## config.mk

```make
export PLATFORM = sky130hd
export DESIGN_NAME = fetch_sequencer
export DESIGN_NICKNAME = d
export VERILOG_FILES = /design/src/rtl/fetch_sequencer.sv
export SDC_FILE = /design/constraint.sdc
export NUM_CORES = 1
export LEC_CHECK = 0
export ABC_AREA = 1
export BUFFER_PORTS_ARGS = -buffer_cell sky130_fd_sc_hd__buf_2
export CAP_MARGIN = 20
export CORE_UTILIZATION = 45
export DETAILED_ROUTE_END_ITERATION = 6
export PLACE_DENSITY = 0.79
export SYNTH_ARGS = -nofsm -noshare
export SYNTH_HDL_FRONTEND = slang
export SYNTH_SLANG_ARGS = --single-unit
```

## constraint.sdc

```tcl
create_clock -name clk -period 1.4 [get_ports clk]
set_input_delay 0 -clock clk [delete_from_list [all_inputs] [get_ports clk]]
set_output_delay 0 -clock clk [all_outputs]
set_load 0.02 [all_outputs]
```

## src/rtl/fetch_sequencer.sv

```systemverilog
// Fetch/retire sequencer: owns the architectural PC, Z/C/N flags and link register,
// fetching each instruction over a req/valid handshake and holding it until execute retires it.
module fetch_sequencer #(
    parameter logic [31:0] RESET_PC = 32'h0000_0000,
    parameter int unsigned TIMEOUT  = 16
) (
    input  logic        clk,
    input  logic        rst,
    output logic        imem_req,
    output logic [31:0] imem_addr,
    input  logic        imem_valid,
    input  logic [31:0] imem_data,
    output logic [31:0] instr,
    output logic        instr_valid,
    input  logic        exec_done,
    input  logic [31:0] next_pc,
    input  logic        flags_we,
    input  logic        alu_zero,
    input  logic        alu_carry,
    input  logic        alu_negative,
    input  logic        link_we,
    input  logic        halt_req,
    output logic [31:0] pc,
    output logic        zero,
    output logic        carry,
    output logic        negative,
    output logic [31:0] link,
    output logic [31:0] retired,
    output logic        halted,
    output logic        fault
);

    localparam int unsigned CNT_W = (TIMEOUT > 1) ? $clog2(TIMEOUT) : 1;
    localparam logic [CNT_W-1:0] CNT_LAST = CNT_W'(TIMEOUT - 1);

    typedef enum logic [1:0] {
        ST_REQ   = 2'd0,
        ST_ISSUE = 2'd1,
        ST_HALT  = 2'd2
    } state_t;

    state_t           state, next_state;
    logic [CNT_W-1:0] wait_cnt, wait_cnt_d;
    logic [31:0]      pc_d, instr_d, link_d, retired_d;
    logic             zero_d, carry_d, negative_d, halted_d, fault_d;
    logic             imem_req_d, instr_valid_d;

    // The PC register drives the fetch address directly.
    assign imem_addr = pc;

    // Next-state and next-value logic.
    always_comb begin
        next_state    = state;
        wait_cnt_d    = wait_cnt;
        pc_d          = pc;
        instr_d       = instr;
        link_d        = link;
        retired_d     = retired;
        zero_d        = zero;
        carry_d       = carry;
        negative_d    = negative;
        halted_d      = halted;
        fault_d       = fault;
        imem_req_d    = 1'b0;
        instr_valid_d = 1'b0;

        case (state)
            ST_REQ: begin
                // A valid on the last allowed cycle still beats the timeout.
                if (imem_valid) begin
                    instr_d    = imem_data;
                    wait_cnt_d = '0;
                    next_state = ST_ISSUE;
                end else if (wait_cnt == CNT_LAST) begin
                    fault_d    = 1'b1;
                    halted_d   = 1'b1;
                    next_state = ST_HALT;
                end else begin
                    wait_cnt_d = wait_cnt + CNT_W'(1);
                end
            end
            ST_ISSUE: begin
                if (exec_done) begin
                    pc_d      = {next_pc[31:2], 2'b00};
                    retired_d = retired + 32'd1;
                    if (flags_we) begin
                        zero_d     = alu_zero;
                        carry_d    = alu_carry;
                        negative_d = alu_negative;
                    end
                    if (link_we) begin
                        link_d = pc + 32'd4;
                    end
                    if (halt_req) begin
                        halted_d   = 1'b1;
                        next_state = ST_HALT;
                    end else begin
                        next_state = ST_REQ;
                    end
                end
            end
            ST_HALT: begin
                next_state = ST_HALT;
            end
            default: begin
                next_state = ST_REQ;
            end
        endcase

        // Handshake outputs are registered from the state being entered.
        imem_req_d    = (next_state == ST_REQ);
        instr_valid_d = (next_state == ST_ISSUE);
    end

    // State and datapath registers.
    always_ff @(posedge clk) begin
        if (rst) begin
            state       <= ST_REQ;
            wait_cnt    <= '0;
            pc          <= RESET_PC;
            instr       <= '0;
            link        <= '0;
            retired     <= '0;
            zero        <= 1'b0;
            carry       <= 1'b0;
            negative    <= 1'b0;
            halted      <= 1'b0;
            fault       <= 1'b0;
            imem_req    <= 1'b1;
            instr_valid <= 1'b0;
        end else begin
            state       <= next_state;
            wait_cnt    <= wait_cnt_d;
            pc          <= pc_d;
            instr       <= instr_d;
            link        <= link_d;
            retired     <= retired_d;
            zero        <= zero_d;
            carry       <= carry_d;
            negative    <= negative_d;
            halted      <= halted_d;
            fault       <= fault_d;
            imem_req    <= imem_req_d;
            instr_valid <= instr_valid_d;
        end
    end

endmodule
```

After elaboration in Yosys (flattened, before gate mapping) --
Cells that the tools add are included.
Word-level totals: register bits after elaboration 139, bits of input ports 74, output and inout bits 167, logic and storage cells 48
Cells by class: $add $sub $neg 3, equality and inequality tests 9, muxes and demuxes 12, bitwise logic cells 1, reductions and logical operators 10
Operators with widths (number):
- $add 32x1->32 const B | 1
- $add 32x3->32 const B | 1
- $ne 2x2->1 const B | 5
- $reduce_and 3->1 | 3
- $mux 2 | 4
- $mux 4 | 2
- $pmux 2 s3 | 1
- $reduce_and 2->1 | 3
- $reduce_and 5->1 | 1
- $add 4x1->4 const B | 1
- $eq 2x1->1 const B | 2
- $eq 4x4->1 const B | 1
- $logic_not 2->1 | 2
- $mux 1 | 4
- $eq 2x2->1 const B | 1
- $pmux 1 s2 | 1
- $reduce_bool 2->1 | 1
- $not 1->1 | 1

Logic depth before layout (Yosys ltp) --
word-level depth 5, gate-level depth with buffers 10, gate-level depth less buffers 10

Least setup slack after synthesis --
OpenSTA, ideal clock, no wires.
path type register to register, start point reg pc[2] (netlist: imem_addr[2]), end point reg link[18], setup time 109 ps, arrival 1515 ps, required time 1291 ps, slack -224 ps, stages on the path, launching flop included 10, buffers on the path 0, period minus slack after synthesis 1624 ps, path through dfxtp_1 -> ha_1 -> nand2_1 -> nor2_4 -> nand2_1 -> nor2_4 -> xor2_1 -> nand2_1 -> nand2_1 -> inv_1
Between the ends: word-level cells in the longest chain between the ends 1
RTL lines:
- start: declaration | line 23 | output logic [31:0] pc,
- start signal: assignment | line 134 | pc <= pc_d;
- $add 32x3->32 | line 92 | link_d = pc + 32'd4;
- end signal: assignment | line 136 | link <= link_d;
- end: declaration | line 27 | output logic [31:0] link,
Every way passes these cells. A chain may end at the register's enable or synchronous reset.

Worst setup path after layout --
start point reg pc[2] (netlist: imem_addr[2]), end point reg link[20]
The elaborated chain is that of the path after synthesis.

==> metrics.yaml <==
logic_synthesis:
  synth_compound_area_share_pct: 11.9
  synthArstFlopShare_pct: 0
  synth_edf_count: 0
  synth.top_cells.by_count: "nor2_1, nand2_1, dfxtp_1"
  synth_top_area_share_pct: 41.5
  synth_cells: 988
  ys_seq_area_share_pct: 41.5
  synth_area_mm2: 0.00660
  synth_most_common_cell: "nor2_1"
  yosys.area.top_type: "dfxtp_1"
  yosys.area_share.simple_pct: 31.8
  synth_top_flop_cell: "dfxtp_1"
  synth_top_family_by_area: "simple AND/OR/NAND/NOR gates"
  muxShareOfSynthArea_pct: 0
  ys_ff_latch: 137
  synthAdderAreaFrac_pct: 0.568
  ys_warn_count: 0
  postSynthAreaPerCell_um2: 6.68
  ys_top_cells_by_area: "dfxtp_1, nor2_1, nand2_1, o21ai_0, inv_1"
  synth_xor_area_share_pct: 1.19
  ys_types: 34
clock_tree:
  cts.sinks: 137
  root_buffer: "clkbuf_16"
  cts_buffers: 17
  clk_pin_slew_worst_paths_ns: 0.06
  cts_tree: "yes"
  cts_max_level: 4
  clock_latency_ns: 0.43
  clock_path_buffers: 2
sta:
  timing.final.crit_share_pct: 110
  rsz0062_at_grt: "yes"
  setup_viol: 13
  finalMaxSlewViolations: 0
  min_period_ns: 1.54
  fmax_mhz: 651
  hold_viol_final: 0
  fin_skew_ns: 0.00751
  setup_ws_ns: -0.135
die:
  start_util_pct: 46.8
  core_area_mm2: 0.0141
  io_pins: 241
  die_w_um: 123
  rows: 43
  dieArea_mm2: 0.0152
  die_h_um: 123
drt:
  dr.pass1.iters: 6
  vias_per_cell: 5.10
  drc_errors: 0
  drtIter0Drc: 639
  drt-wirelength-per-cell_um: 15.2
  dr_total_vias: 7808
  wl_um: 23300
  ant_nets: 0
grt:
  globalRoute.totalOverflow: 0
  antenna_found_initial: 0
  grt_pass1_vias: 7130
  grt_start_max_net_pins: 71
  grt.total_usage_pct: 28.5
  grt_pass1_wl_um: 33100
setup_path:
  worstPathMaxFanout: 6
  critPathRequiredTime_ns: 1.76
  worstSetupEndpointType: "register"
  startpoint_type: "register"
  cp.arrival_ns: 1.89
  critPathKind: "register to register"
place:
  placedCellCount: 1408
  gp_congestion: 0.954
  preCtsSetupSlack_ns: -0.0857
  dp_hpwl_um: 14300
  port_buffers: 232
cells_and_area:
  area_growth_pct: 54.1
  fill_cells: 1024
  finalNetCount: 1415
  layout-drive-gt1-share_pct: 36.2
  antenna_cells: 0
  multi_input_area_mm2: 0.00341
  finalNonFillerCells: 1531
  register_area_mm2: 0.00280
power_and_ir_drop:
  ir_worst_vdd_mv: 0.803
  p_leak_uw: 0.00480
  power_density_mw_per_mm2: 1010
run_status:
  outcome: "finished, violations left"
  violations: "negative setup slack"
run:
  cap_viol_max_count: 0
worst_hold_path:
  hold_class: "primary input to register"
## kinds of logic (layout without fill, tap and decap cells)
logic type,after synthesis,after routing
simple gates,503,503
buf+inv,182,540
compound gates,153,153
flops,137,137
xor+xnor,9,9
fa+ha+maj,3,3
other cells,1,6
## worst paths after layout
| path | slack [ns] | cells past startpoint | from | end |
|---|---|---|---|---|
| worst min register to register | 0.48 | 2 | instr[2] | instr[2] |
| worst max-delay path | -0.14 | 9 | imem_addr[2] | link[20] |
| worst min-delay path | 0.08 | 3 | rst | retired[25] |
| worst max register to register | -0.14 | 9 | imem_addr[2] | link[20] |
## layout by cell type, fill, tap and decap left out, types with 6 or more instances in the layout
cell,netlist,layout
buf_6,2,8
nand2_1,196,175
dfxtp_4,0,6
buf_4,37,79
dfxtp_2,0,24
nor2_1,212,178
a21oi_1,55,54
inv_1,111,103
nand3_1,54,44
o21ai_1,0,17
conb_1,1,6
dlygate4sd3_1,0,69
dfxtp_1,137,107
nand2_2,2,18
nand4_1,10,10
o21ai_0,86,68
buf_2,11,232
nor2_2,13,27
nand3_2,2,9
inv_2,0,7
clkbuf_16,0,20
nor2_4,5,25
xor2_1,7,7
## worst max-delay path, stage by stage, from the launching register on
cell	delay, ns
dfxtp_4	0.37
ha_4	0.15
nand2_4	0.06
nor2_4	0.15
nand3_1	0.19
nor2_1	0.20
nand2_1	0.08
nor2_1	0.11
nor2_1	0.06
nor2_1	0.10
## metal layers
layer / global-route usage [%] / vias to the layer above / wire length (um)
met5: 0 / - / 0
met4: 16.0 / 0 / 956
met3: 7.38 / 92 / 1720
met2: 50.3 / 392 / 11700
met1: 31.0 / 3560 / 8860
li1: - / 3764 / -
## power by group
| part | internal (uW) | total [uW] | switching [uW] |
|---|---|---|---|
| Sequential | 4090 | 4220 | 129 |
| Combinational | 674 | 1620 | 945 |
| Clock | 2790 | 4460 | 1660 |
## stage by stage
step | hold slack [ns] | power (uW) | area (um^2) | util [%] | TNS, ns
floorplan | 0.132 | 5120 | 6650 | - | 0
global placement | 0.248 | 5580 | 8210 | 58.2 | -0.420
detailed placement | 0.254 | 5600 | 8210 | 58.2 | -1.17
CTS | 0.0442 | 10200 | 9670 | 68.6 | -0.107
global route | 0.0749 | 10700 | 10200 | 72.2 | -3.34
finish | 0.0805 | 10300 | 10200 | 72.2 | -0.434
## flip-flops by register name, summed over array words and instances, names as in the netlist, 2 cells and up
name,flops
wait_cnt,4
state,2
instr,32
retired,32
imem_addr,30
link,30
## timing repair
| item | 4_1_cts | 5_1_grt |
|---|---|---|
| setup buffers | 6 | 11 |
| hold buffers | 69 | 0 |
| hold endpoints to repair | 72 | 0 |
| pin swaps | 12 | 32 |
| setup endpoints to repair | 34 | 84 |
| gates resized for setup | 22 | 139 |
| gates cloned | 2 | 4 |
## final cells by class
class | instances | share of cell area [%]
Clock buffer | 24 | 4.83
Clock inverter | 8 | 0.910
Inverter | 111 | 4.12
Multi-Input combinational cell | 674 | 33.6
Sequential cell | 137 | 27.5
Tap cell | 180 | 2.21
Timing Repair Buffer | 397 | 26.9
Note: power is estimated with default switching activity, not from simulation.
